--- config.mk ---
export PLATFORM = sky130hd
export DESIGN_NAME = dcache_direct_wb_flat
export DESIGN_NICKNAME = d
export VERILOG_FILES = /design/src/rtl/dcache_direct_wb_if.sv /design/src/rtl/dcache_direct_wb.sv /design/src/flat_wrapper.sv
export SDC_FILE = /design/constraint.sdc
export NUM_CORES = 1
export LEC_CHECK = 0
export CELL_PAD_IN_SITES_DETAIL_PLACEMENT = 1
export CELL_PAD_IN_SITES_GLOBAL_PLACEMENT = 2
export CORE_MARGIN = 3
export CORE_UTILIZATION = 35
export CTS_CLUSTER_SIZE = 40
export DETAILED_ROUTE_END_ITERATION = 8
export GPL_TIMING_DRIVEN = 1
export PLACE_DENSITY = 0.66
export REMOVE_ABC_BUFFERS = 1
export SYNTH_ARGS = -nofsm -noshare
export SYNTH_HDL_FRONTEND = slang
export SYNTH_SLANG_ARGS = --single-unit
--- constraint.sdc ---
create_clock -name clk -period 5.85 [get_ports clk]
set_input_delay 0.8775 -clock clk [delete_from_list [all_inputs] [get_ports clk]]
set_output_delay 0.8775 -clock clk [all_outputs]
set_load 0.005 [all_outputs]
--- src/rtl/dcache_direct_wb_if.sv ---
// Core data-port and block-memory signals seen by the direct-mapped write-back cache.
// master = core/memory environment, slave = cache.
interface dcache_direct_wb_if #(
    parameter int unsigned ADDR_W = 30
);
    logic              proc_read;
    logic              proc_write;
    logic [ADDR_W-1:0] proc_addr;
    logic [31:0]       proc_wdata;
    logic [31:0]       proc_rdata;
    logic              proc_stall;
    logic              mem_read;
    logic              mem_write;
    logic [ADDR_W-3:0] mem_addr;
    logic [127:0]      mem_wdata;
    logic [127:0]      mem_rdata;
    logic              mem_ready;

    modport master (
        output proc_read, proc_write, proc_addr, proc_wdata, mem_rdata, mem_ready,
        input  proc_rdata, proc_stall, mem_read, mem_write, mem_addr, mem_wdata
    );

    modport slave (
        input  proc_read, proc_write, proc_addr, proc_wdata, mem_rdata, mem_ready,
        output proc_rdata, proc_stall, mem_read, mem_write, mem_addr, mem_wdata
    );
endinterface

--- src/rtl/dcache_direct_wb.sv ---
// Direct-mapped write-back, write-allocate data cache: 2^INDEX_W lines of 4 x 32-bit words.
// Hits answer combinationally; misses stall the core through write-back and refill.
module dcache_direct_wb #(
    parameter int unsigned ADDR_W  = 30,
    parameter int unsigned INDEX_W = 3
) (
    input  logic              clk,
    input  logic              rst_n,
    dcache_direct_wb_if.slave bus
);
    localparam int unsigned TAG_W = ADDR_W - INDEX_W - 2;
    localparam int unsigned LINES = 2 ** INDEX_W;

    typedef enum logic [1:0] {StIdle, StWriteback, StAllocate} state_e;

    state_e state_q, state_d;

    logic [LINES-1:0] valid_q, dirty_q;
    logic [TAG_W-1:0] tag_q  [LINES];
    logic [127:0]     data_q [LINES];

    logic [INDEX_W-1:0] idx;
    logic [TAG_W-1:0]   tag;
    logic [1:0]         off;
    logic               req, hit;
    logic               write_hit, wb_done, fill_done;

    assign idx = bus.proc_addr[INDEX_W+1:2];
    assign tag = bus.proc_addr[ADDR_W-1:INDEX_W+2];
    assign off = bus.proc_addr[1:0];
    assign req = bus.proc_read | bus.proc_write;
    assign hit = req & valid_q[idx] & (tag_q[idx] == tag);

    always_comb begin
        state_d        = state_q;
        bus.proc_stall = 1'b0;
        bus.mem_read   = 1'b0;
        bus.mem_write  = 1'b0;
        bus.mem_addr   = {tag, idx};
        bus.mem_wdata  = data_q[idx];
        bus.proc_rdata = data_q[idx][{off, 5'd0} +: 32];
        write_hit      = 1'b0;
        wb_done        = 1'b0;
        fill_done      = 1'b0;
        unique case (state_q)
            StIdle: begin
                if (req && !hit) begin
                    bus.proc_stall = 1'b1;
                    state_d = (valid_q[idx] && dirty_q[idx]) ? StWriteback : StAllocate;
                end
                // A store with both strobes set is treated as a write.
                write_hit = hit & bus.proc_write;
            end
            StWriteback: begin
                bus.proc_stall = 1'b1;
                bus.mem_write  = 1'b1;
                bus.mem_addr   = {tag_q[idx], idx};
                if (bus.mem_ready) begin
                    wb_done = 1'b1;
                    state_d = StAllocate;
                end
            end
            StAllocate: begin
                bus.proc_stall = 1'b1;
                bus.mem_read   = 1'b1;
                if (bus.mem_ready) begin
                    fill_done = 1'b1;
                    state_d   = StIdle;
                end
            end
            default: state_d = StIdle;
        endcase
    end

    always_ff @(posedge clk or negedge rst_n) begin
        if (!rst_n) begin
            state_q <= StIdle;
            valid_q <= '0;
            dirty_q <= '0;
        end else begin
            state_q <= state_d;
            if (write_hit) dirty_q[idx] <= 1'b1;
            if (wb_done)   dirty_q[idx] <= 1'b0;
            if (fill_done) begin
                valid_q[idx] <= 1'b1;
                dirty_q[idx] <= 1'b0;
            end
        end
    end

    // Tag and data arrays are qualified by valid, so they need no reset.
    always_ff @(posedge clk) begin
        if (write_hit) data_q[idx][{off, 5'd0} +: 32] <= bus.proc_wdata;
        if (fill_done) begin
            data_q[idx] <= bus.mem_rdata;
            tag_q[idx]  <= tag;
        end
    end
endmodule

--- src/flat_wrapper.sv ---
// flat-port wrapper written by rule: the top's interface ports become plain ports
module dcache_direct_wb_flat 
#(
    parameter int unsigned ADDR_W  = 30,
    parameter int unsigned INDEX_W = 3
)
  (clk, rst_n, bus_proc_read, bus_proc_write, bus_proc_addr, bus_proc_wdata, bus_mem_rdata, bus_mem_ready, bus_proc_rdata, bus_proc_stall, bus_mem_read, bus_mem_write, bus_mem_addr, bus_mem_wdata);
  dcache_direct_wb_if #(.ADDR_W(ADDR_W)) bus_i ();
  input  logic clk;
  input  logic rst_n;
  input wire logic [$bits(bus_i.proc_read)-1:0] bus_proc_read;
  input wire logic [$bits(bus_i.proc_write)-1:0] bus_proc_write;
  input wire logic [$bits(bus_i.proc_addr)-1:0] bus_proc_addr;
  input wire logic [$bits(bus_i.proc_wdata)-1:0] bus_proc_wdata;
  input wire logic [$bits(bus_i.mem_rdata)-1:0] bus_mem_rdata;
  input wire logic [$bits(bus_i.mem_ready)-1:0] bus_mem_ready;
  output wire logic [$bits(bus_i.proc_rdata)-1:0] bus_proc_rdata;
  output wire logic [$bits(bus_i.proc_stall)-1:0] bus_proc_stall;
  output wire logic [$bits(bus_i.mem_read)-1:0] bus_mem_read;
  output wire logic [$bits(bus_i.mem_write)-1:0] bus_mem_write;
  output wire logic [$bits(bus_i.mem_addr)-1:0] bus_mem_addr;
  output wire logic [$bits(bus_i.mem_wdata)-1:0] bus_mem_wdata;
  assign bus_i.proc_read = bus_proc_read;
  assign bus_i.proc_write = bus_proc_write;
  assign bus_i.proc_addr = bus_proc_addr;
  assign bus_i.proc_wdata = bus_proc_wdata;
  assign bus_i.mem_rdata = bus_mem_rdata;
  assign bus_i.mem_ready = bus_mem_ready;
  assign bus_proc_rdata = bus_i.proc_rdata;
  assign bus_proc_stall = bus_i.proc_stall;
  assign bus_mem_read = bus_i.mem_read;
  assign bus_mem_write = bus_i.mem_write;
  assign bus_mem_addr = bus_i.mem_addr;
  assign bus_mem_wdata = bus_i.mem_wdata;
  dcache_direct_wb #(.ADDR_W(ADDR_W), .INDEX_W(INDEX_W)) u_core (.clk(clk), .rst_n(rst_n), .bus(bus_i));
endmodule
Yosys cells after proc, flatten, opt, wreduce, memory -nomap -nowiden

Memory sizes are Yosys's and may differ from the RTL's.
Cells that the tools add are included.

Register bits after elaboration: 18
Memory bits (writable): 1224
Input bits: 195
Output and inout bits: 191
Logic and storage cells: 316
Memories: 2

Memories:

| name          | depth | bits a word | rd ports | clocked after memory_dff | write ports | line                   | text |
|---|---|---|---|---|---|---|---|
| u_core.data_q | 8     | 128         | 1        | 0                        | 1           | dcache_direct_wb.sv:20 | `logic [127:0] data_q [LINES];` |
| u_core.tag_q  | 8     | 25          | 1        | 0                        | 1           | dcache_direct_wb.sv:19 | `logic [TAG_W-1:0] tag_q [LINES];` |

$add $sub $neg: 1
Magnitude comparators: 2
Eq/ne operators: 6
Shifts and indexed selects: 3
Mux-type cells: 155
Bitwise gates (word level): 137
Reductions and logical operators: 7

Operators with widths:

| kind                                                        | count |
|---|---|
| two-way mux 1 bit                                           | 141 |
| OR 1 bit                                                    | 129 |
| two-way mux 128 bit                                         | 1 |
| variable shift 32 x 9 -> 128 bit (first input constant)     | 1 |
| indexed part select 128 x 8 -> 32 bit                       | 1 |
| indexed part select 32 x 9 -> 128 bit                       | 1 |
| two-way mux 28 bit                                          | 1 |
| == test 25 bit                                              | 1 |
| two-way mux 8 bit                                           | 3 |
| bitwise AND 8 bit                                           | 2 |
| OR 8 bit                                                    | 2 |
| negator 7 -> 9 bit                                          | 1 |
| two-way mux 2 bit                                           | 4 |
| inverter 8 bit                                              | 1 |
| binary-select mux 1 bit (select 3 bit)                      | 2 |
| one-hot mux 2 bit (3 select lines)                          | 1 |
| less-than comparator 3 x 4 -> 1 bit (second input constant) | 1 |
| != test 2 bit (second input constant)                       | 2 |
| bitwise AND 1 bit                                           | 3 |
| demux 1 bit (select 3 bit)                                  | 1 |
| >= comparator 3 x 1 -> 1 bit (second input constant)        | 1 |
| logical AND 1 bit                                           | 3 |
| AND reduction 3 bit                                         | 1 |
| == test 2 x 1 -> 1 bit (second input constant)              | 1 |
| 6 further kinds                                             | 6 |

Logic depth before layout (Yosys ltp)

Gate-level depths: netlist of the first run.

Depth after elaboration: 11
Depth in mapped cells: 14

Worst setup path after synthesis of the first run

Ideal clock, no wire load.

Path kind: in2reg
Start point: in bus_proc_addr[4]
End point: mem u_core.data_q[0][100] (enable)
Data arrival time: 4.505 ns
Setup slack: 0.923 ns
Stages: 10
Buffers on the path: 2
Cells stage by stage: clkbuf_1 -> buf_1 -> mux4_2 -> mux2i_1 -> xnor2_1 -> nor4_1 -> nand3_1 -> nor4_4 -> a31oi_1 -> nor2_1

Cells in the longest elaborated chain, start to end: 9

RTL lines:

| item                                                             | line                   | text |
|---|---|---|
| from (decl)                                                      | flat_wrapper.sv:13     | `input wire logic [$bits(bus_i.proc_addr)-1:0] bus_proc_addr;` |
| branches (longest 9 deep; another with memory read (8 x 25 bit)) | -                      |  |
| to (decl)                                                        | dcache_direct_wb.sv:20 |  |

Several ways; the timed one is not identified. The select of a mux whose other input is x is not followed.

Worst setup path in the final report of the first run

Start point: in bus_proc_addr[3]
End point: out bus_proc_rdata[21]

Cells in the longest elaborated chain, start to end: 2

RTL lines:

| item                                  | line                   | text |
|---|---|---|
| memory read (8 x 128 bit)             | -                      |  |
| indexed part select 128 x 8 -> 32 bit | dcache_direct_wb.sv:41 | `bus.proc_rdata = data_q[idx][{off, 5'd0} +: 32];` |
| to (decl)                             | flat_wrapper.sv:17     | `output wire logic [$bits(bus_i.proc_rdata)-1:0] bus_proc_rdata;` |

No other way between the ends.

==> results.py, run 1 <==
metrics = {
    "run_status": {
        "status": "finished with violations",
        "violations": "capacitance limit, slew limit",
    },
    "pwr": {
        "ir_drop_mv": 0.2411,
        "leakage_uw": 0.01960,
        "power_frac_seq_pct": 48.2,
        "clkPwrFrac_pct": 38.8,
        "intPower_uw": 16410,
        "combPwrFrac_pct": 13.0,
        "total_power_uw": 21910,
        "power_density_nw_per_um2": 364.1,
        "swShare_pct": 25.10,
        "p_switching_uw": 5500,
    },
    "yosys": {
        "synth_area_um2": 48610,
        "postSynth.asyncResetShare_pct": 1.449,
        "syn_inst": 2668,
        "yosysSeqAreaShare_pct": 76.54,
        "synth-main-ff-cell": "edfxtp_1",
        "synth_area_per_cell_um2": 18.22,
        "synth-edff-count": 1224,
        "ys_seq_elements": 1242,
        "ys_warn_count": 0,
        "synth.distinct_cells": 51,
    },
    "global_route": {
        "grt_max_degree": 128,
        "globalRoute.totalOverflow": 0,
        "grt_pass1_wl_mm": 247.2,
        "grt_pass1_vias": 31558,
        "track_usage_pct": 24.61,
        "antenna_found_initial": 2,
    },
    "layout": {
        "final_common_cell": "edfxtp_1",
        "instances_no_fill": 5058,
        "final_nets": 3358,
        "final_area_um2": 60160,
        "syn_to_final_growth_pct": 23.77,
        "drive_above_1_share_pct": 18.23,
        "n_antenna_cell": 0,
        "final_cell_mix": "edfxtp_1 (1224), clkdlybuf4s50_1 (380), a22oi_1 (215)",
    },
    "die": {
        "die_area_um2": 143400,
        "rows": 136,
        "core_um2": 137700,
        "die_w_um": 378.7,
        "io_pins": 386,
        "start_util_pct": 35.31,
        "die_height_um": 378.7,
    },
    "drt": {
        "dr.pass1.iters": 7,
        "via_per_inst": 5.964,
        "dr_total_vias": 30168,
        "wl_per_cell_um": 35.41,
        "ant_nets": 0,
        "drc_errors": 0,
        "routed_wl_mm": 179.1,
        "drt_iter0_markers": 3569,
    },
    "setup_path": {
        "crit_arrival_ps": 4560,
        "crit_slowest_cell": "mux4_2",
        "path_buf_inv": 4,
        "crit_path_start_kind": "input pin",
        "critPathMaxStageDelay_ps": 520,
        "cp.required_ps": 4970,
        "worstPathMaxFanout": 62,
        "critPathKind": "input pin to primary output",
        "path_depth": 10,
        "path_common_cell": "buf_4",
        "worstPathCellList": "buf_8 > buf_4 > nand2b_1 > nor2_4 > buf_4 > a22o_1 > a221oi_1 > nand3_1 > mux4_2 > clkdlybuf4s50_1",
        "reg2reg_depth": 11,
        "critPathCaptureType": "primary output",
        "cp_top_family": "buffers and inverters",
    },
    "placement": {
        "gp_congestion": 0.8195,
        "dp.cells": 4811,
        "portBuffers": 385,
        "dp_hpwl_mm": 112.1,
        "dpl-instance-area_um2": 55780,
    },
    "clock_network": {
        "cts_made_buffers": 135,
        "clk_latency_ps": 760,
        "postCtsSetupBuffers": 0,
        "cts_tree": "yes",
        "cts_sinks": 1242,
        "ctsResizeCount": 0,
        "root_buffer": "clkbuf_16",
        "hold_buffers": 0,
        "clk_path_buf_depth": 3,
        "htree_levels": 4,
        "clk_pin_slew_ps": 60,
    },
    "hold_path": {
        "hold_class": "flip-flop to flip-flop",
        "holdPathStages": 1,
    },
    "sta": {
        "relSlewSlack_pct": -0.7887,
        "worst_pin_slew_ps": 1512,
        "post-route-period-util_pct": 93.03,
        "fin_worst_skew_ps": 27.52,
        "hold_viol_final": 0,
        "slew_violations": 2,
        "fin_crit_ps": 5442,
        "final-setup-viol-count": 0,
        "rsz0062_at_grt": "no",
        "fmax_ghz": 0.1838,
    },
    "job": {
        "drv_cap": 1,
    },
}
worst register-to-register path, delay by kind of cell, from the launching register on:
kind | cells | cell delay, ps
compound gates | 1 | 430
xor+xnor | 1 | 140
flops | 1 | 370
simple gates | 4 | 1220
mux | 2 | 870
buf+inv | 3 | 880
state kept, by name (all words and copies together), names as in the netlist:
name            cells
u_core.dirty_q      8
u_core.tag_q      200
u_core.data_q    1024
u_core.state_q      2
u_core.valid_q      8
path summary, 6_finish.rpt:
path,slack [ps],to,from
max,410,bus_proc_rdata[21],bus_proc_addr[3]
min,470,u_core.valid_q[6]$_DFFE_PN0P_,u_core.valid_q[6]$_DFFE_PN0P_
max reg2reg,1560,u_core.data_q[5][104]$_DFFE_PP_,u_core.tag_q[2][21]$_DFFE_PP_
min reg2reg,470,u_core.valid_q[6]$_DFFE_PN0P_,u_core.valid_q[6]$_DFFE_PN0P_
max in group asynchronous,4500,u_core.valid_q[7]$_DFFE_PN0P_,rst_n
min in group asynchronous,710,u_core.state_q[0]$_DFFE_PN0P_,rst_n
layer usage:
layer  wire (µm)  global-route usage [%]  vias up  part of all wire [%]
li1            -                       -    12131                     -
met1       73620                   33.14    16288                    41
met2       86020                   40.30     1503                    48
met3       14980                   5.416      246                   8.4
met4        4492                   6.685        0                   2.5
met5           0                       0        -                     0
cell type report:
class	instances	area (µm²)
Fill cell	13084	77500
Clock buffer	173	3573
Multi-Input combinational cell	1220	10900
Tap cell	1794	2245
Inverter	21	78.83
Sequential cell	1242	37210
Clock inverter	74	813.3
Timing Repair Buffer	534	5351
synthesized netlist by cell type, drive strengths merged (30+ instances only):
master,n,area (µm²)
mux2i,69,690.7
a221oi,79,691.9
nand4,30,187.7
a221o,35,350.3
nand2,43,161.4
o21ai,35,175.2
a21oi,76,380.4
nor2,122,457.9
nand3,46,230.2
mux4,98,2207
buf,80,432.9
edfxtp,1224,36760
mux2,78,878.3
a22o,171,1498
clkbuf,105,394.1
a22oi,215,1614
cells by family (layout without fill, tap and decap cells):
group | count (synthesis) | in the layout | synth area share, %
flops | 1242 | 1242 | 76.54
compound gates | 662 | 662 | 10.50
simple gates | 282 | 282 | 2.695
mux | 245 | 245 | 7.768
buf+inv | 206 | 802 | 1.864
xor+xnor | 22 | 22 | 0.3964
fa+ha+maj | 9 | 9 | 0.2317
power by group through the flow:
stage / logic (µW) / clock network, µW / registers, µW
after floorplan: 1160 / 0 / 10700
after global placement: 2760 / 0 / 10700
after detailed placement: 2850 / 0 / 10800
after CTS: 2860 / 8620 / 10600
after global routing: 3010 / 9000 / 10600
final: 2850 / 8490 / 10600
through the flow:
| stage | hold WS (ps) | worst slack (ps) | utilization (%) | TNS, ps |
|---|---|---|---|---|
| 2_1_floorplan | 433.4 | -2851 | - | -3019550 |
| 3_3_place_gp | 450.4 | 408.9 | 40.52 | 0 |
| 3_5_place_dp | 451.6 | 393.4 | 40.52 | 0 |
| 4_1_cts | 469.9 | 353.6 | 43.70 | 0 |
| 5_1_grt | 490.2 | 135.8 | 43.70 | 0 |
| 6_report | 466.0 | 407.9 | 43.70 | 0 |
No activity file was read; power rests on OpenSTA's default activity.
==> inputs of run 2 (changes only) <==
--- a/config.mk
+++ b/config.mk
@@ -7,12 +7,13 @@
 export LEC_CHECK = 0
 export CELL_PAD_IN_SITES_DETAIL_PLACEMENT = 1
 export CELL_PAD_IN_SITES_GLOBAL_PLACEMENT = 2
-export CORE_MARGIN = 3
+export CORE_MARGIN = 2
 export CORE_UTILIZATION = 35
 export CTS_CLUSTER_SIZE = 40
 export DETAILED_ROUTE_END_ITERATION = 8
 export GPL_TIMING_DRIVEN = 1
 export PLACE_DENSITY = 0.66
+export RECOVER_POWER = 25
 export REMOVE_ABC_BUFFERS = 1
 export SYNTH_ARGS = -nofsm -noshare
 export SYNTH_HDL_FRONTEND = slang
==> run 2 against run 1 <==
- the flow still finishes with violations (capacitance limit, slew limit)
- final cell count about the same
- via count fell by 0.64%
- die area down 1.1%
- worst setup slack lost 95 ps
- hold slack better by 2.0 ps
- first-iteration DRC count is 4.9% lower
- highest routed layer unchanged
==> results.py, run 2 (synthesis gave the netlist of run 1 again) <==
metrics = {
    "run_status": {
        "status": "finished with violations",
        "violations": "capacitance limit, slew limit",
    },
    "pwr": {
        "combPwrFrac_pct": 13.3,
        "power_density_nw_per_um2": 358.6,
        "leakage_uw": 0.01947,
        "p_switching_uw": 5504,
        "intPower_uw": 15980,
        "ir_drop_mv": 0.1998,
        "swShare_pct": 25.61,
        "power_frac_seq_pct": 49.2,
        "clkPwrFrac_pct": 37.5,
    },
    "die": {
        "die_height_um": 376.7,
        "core_um2": 137700,
        "die_area_um2": 141900,
        "io_pins": 386,
        "start_util_pct": 35.31,
        "die_w_um": 376.7,
        "rows": 136,
    },
    "sta": {
        "finalWorstSetupSlack_ps": 313.2,
        "hold_ws_ps": 468.0,
        "worst_pin_slew_ps": 2871,
        "relSlewSlack_pct": -91.38,
        "rsz0062_at_grt": "no",
        "hold_viol_final": 0,
        "fin_crit_ps": 5537,
        "post-route-period-util_pct": 94.65,
        "fin_worst_skew_ps": 34.12,
        "fmax_ghz": 0.1806,
        "slew_violations": 254,
        "final-setup-viol-count": 0,
    },
    "layout": {
        "final_area_um2": 59920,
        "fillers": 13107,
        "largest_register_ffs": 1024,
        "instances_no_fill": 5060,
        "drive_above_1_share_pct": 17.62,
        "fin_util_pct": 43.53,
        "largestRegisters": "u_core.data_q (1024), u_core.tag_q (200)",
        "final_nets": 3364,
        "final_cell_mix": "edfxtp_1 (1224), clkdlybuf4s50_1 (353), a22oi_1 (215)",
        "final_common_cell": "edfxtp_1",
        "top_register": "u_core.data_q",
        "syn_to_final_growth_pct": 23.28,
    },
    "global_route": {
        "grt_max_degree": 63,
        "globalRoute.totalOverflow": 0,
        "grt_pass1_wl_mm": 245.3,
        "track_usage_pct": 24.67,
        "grt_pass1_vias": 31192,
        "antenna_found_initial": 4,
    },
    "clock_network": {
        "root_buffer": "clkbuf_16",
        "hold_buffers": 0,
        "htree_levels": 4,
        "clk_pin_slew_ps": 60,
        "cts_sinks": 1242,
        "clk_path_buf_depth": 3,
        "ctsResizeCount": 0,
        "cts_made_buffers": 132,
        "postCtsSetupBuffers": 0,
        "clk_latency_ps": 760,
        "cts_tree": "yes",
    },
    "drt": {
        "dr.pass1.iters": 6,
        "ant_nets": 0,
        "wl_per_cell_um": 34.98,
        "drc_errors": 0,
        "routed_wl_mm": 177.0,
        "dr_total_vias": 29975,
        "drt_iter0_markers": 3395,
        "via_per_inst": 5.924,
    },
    "setup_path": {
        "cp.required_ps": 6260,
        "worstPathCellList": "inv_1 > ha_1 > and2_1 > nor2_1 > and3_1 > clkbuf_2 > a22o_1",
        "critPathKind": "flip-flop to flip-flop",
        "cp_top_family": "simple AND/OR/NAND/NOR gates",
        "worstPathMaxFanout": 44,
        "crit_path_start_kind": "flip-flop",
        "crit_slowest_cell": "and2_1",
        "path_buf_inv": 2,
        "critPathCaptureType": "flip-flop",
        "crit_arrival_ps": 5950,
        "critPathMaxStageDelay_ps": 2130,
    },
    "placement": {
        "dp.cells": 4820,
        "dp_hpwl_mm": 112.7,
        "portBuffers": 385,
        "pre_cts_slack_ps": 346.3,
        "gp_congestion": 0.8275,
        "dpl-instance-area_um2": 55850,
    },
    "hold_path": {
        "hold_class": "flip-flop to flip-flop",
    },
    "job": {
        "drv_cap": 9,
    },
}
==> run 2: cell count changes in the layout (fill, tap and decap cells not counted), moves of 3 or more <==
cell             change
dlygate4sd3_1       +27
nor2_1               +3
bufinv_16            -7
clkinv_1            +10
clkdlybuf4s50_1     -27
clkbuf_16            -3
clkinv_2             -5
buf_4                -5
clkinvlp_4           +4
clkbuf_1             +3
nor2_4               -3
==> run 2: routing by layer <==
metal  GRT usage, %  vias to the layer above  part of all wire, %
met5              0                        -                    0
met2          39.63                     1582                   47
met3          4.836                      268                  8.5
met1          33.88                    15996                   41
li1               -                    12129                    -
met4          7.502                        0                  2.9
==> run 2: worst register-to-register path: cells and delay by family (launching register included) <==
family | cells | cell delay (ps)
simple gates | 3 | 3320
flops | 1 | 440
fa+ha+maj | 1 | 330
compound gates | 1 | 450
buf+inv | 2 | 660
==> run 2: path summary, 6_finish.rpt <==
| check | slack, ps | cells after the start | start | end |
|---|---|---|---|---|
| min in group asynchronous | 810 | 1 | rst_n | u_core.valid_q[5]$_DFFE_PN0P_ |
| min reg2reg | 470 | 1 | u_core.valid_q[2]$_DFFE_PN0P_ | u_core.valid_q[2]$_DFFE_PN0P_ |
| min | 470 | 1 | u_core.valid_q[2]$_DFFE_PN0P_ | u_core.valid_q[2]$_DFFE_PN0P_ |
| max reg2reg | 310 | 7 | u_core.state_q[0]$_DFFE_PN0P_ | u_core.data_q[1][74]$_DFFE_PP_ |
| max | 310 | 7 | u_core.state_q[0]$_DFFE_PN0P_ | u_core.data_q[1][74]$_DFFE_PP_ |
| max in group asynchronous | 4350 | 1 | rst_n | u_core.dirty_q[3]$_DFF_PN0_ |
==> run 2: final cells by class <==
type / instances / area (µm²) / share of cell area (%)
clock inverters: 77 / 673.1 / 1.123
diodes: 2 / 5.005 / 0.008352
repair buffers: 543 / 5400 / 9.012
well taps: 1794 / 2245 / 3.746
multi-input cells: 1220 / 10860 / 18.13
clock buffers: 161 / 3455 / 5.765
flip-flops and latches: 1242 / 37210 / 62.09
inverters: 21 / 78.83 / 0.1315
==> run 2: metrics by stage <==
stage | TNS (ps) | power, µW
finish | 0 | 21490
global placement | 0 | 13510
CTS | 0 | 21620
detailed placement | 0 | 13610
floorplan | -3019550 | 11890
global route | 0 | 22080
==> run 2: power by group through the flow <==
stage | logic [µW] | clock network (µW) | registers [µW]
2_1_floorplan | 1160 | 0 | 10700
3_3_place_gp | 2780 | 0 | 10700
3_5_place_dp | 2860 | 0 | 10800
4_1_cts | 2870 | 8170 | 10600
5_1_grt | 3010 | 8470 | 10600
6_report | 2860 | 8060 | 10600
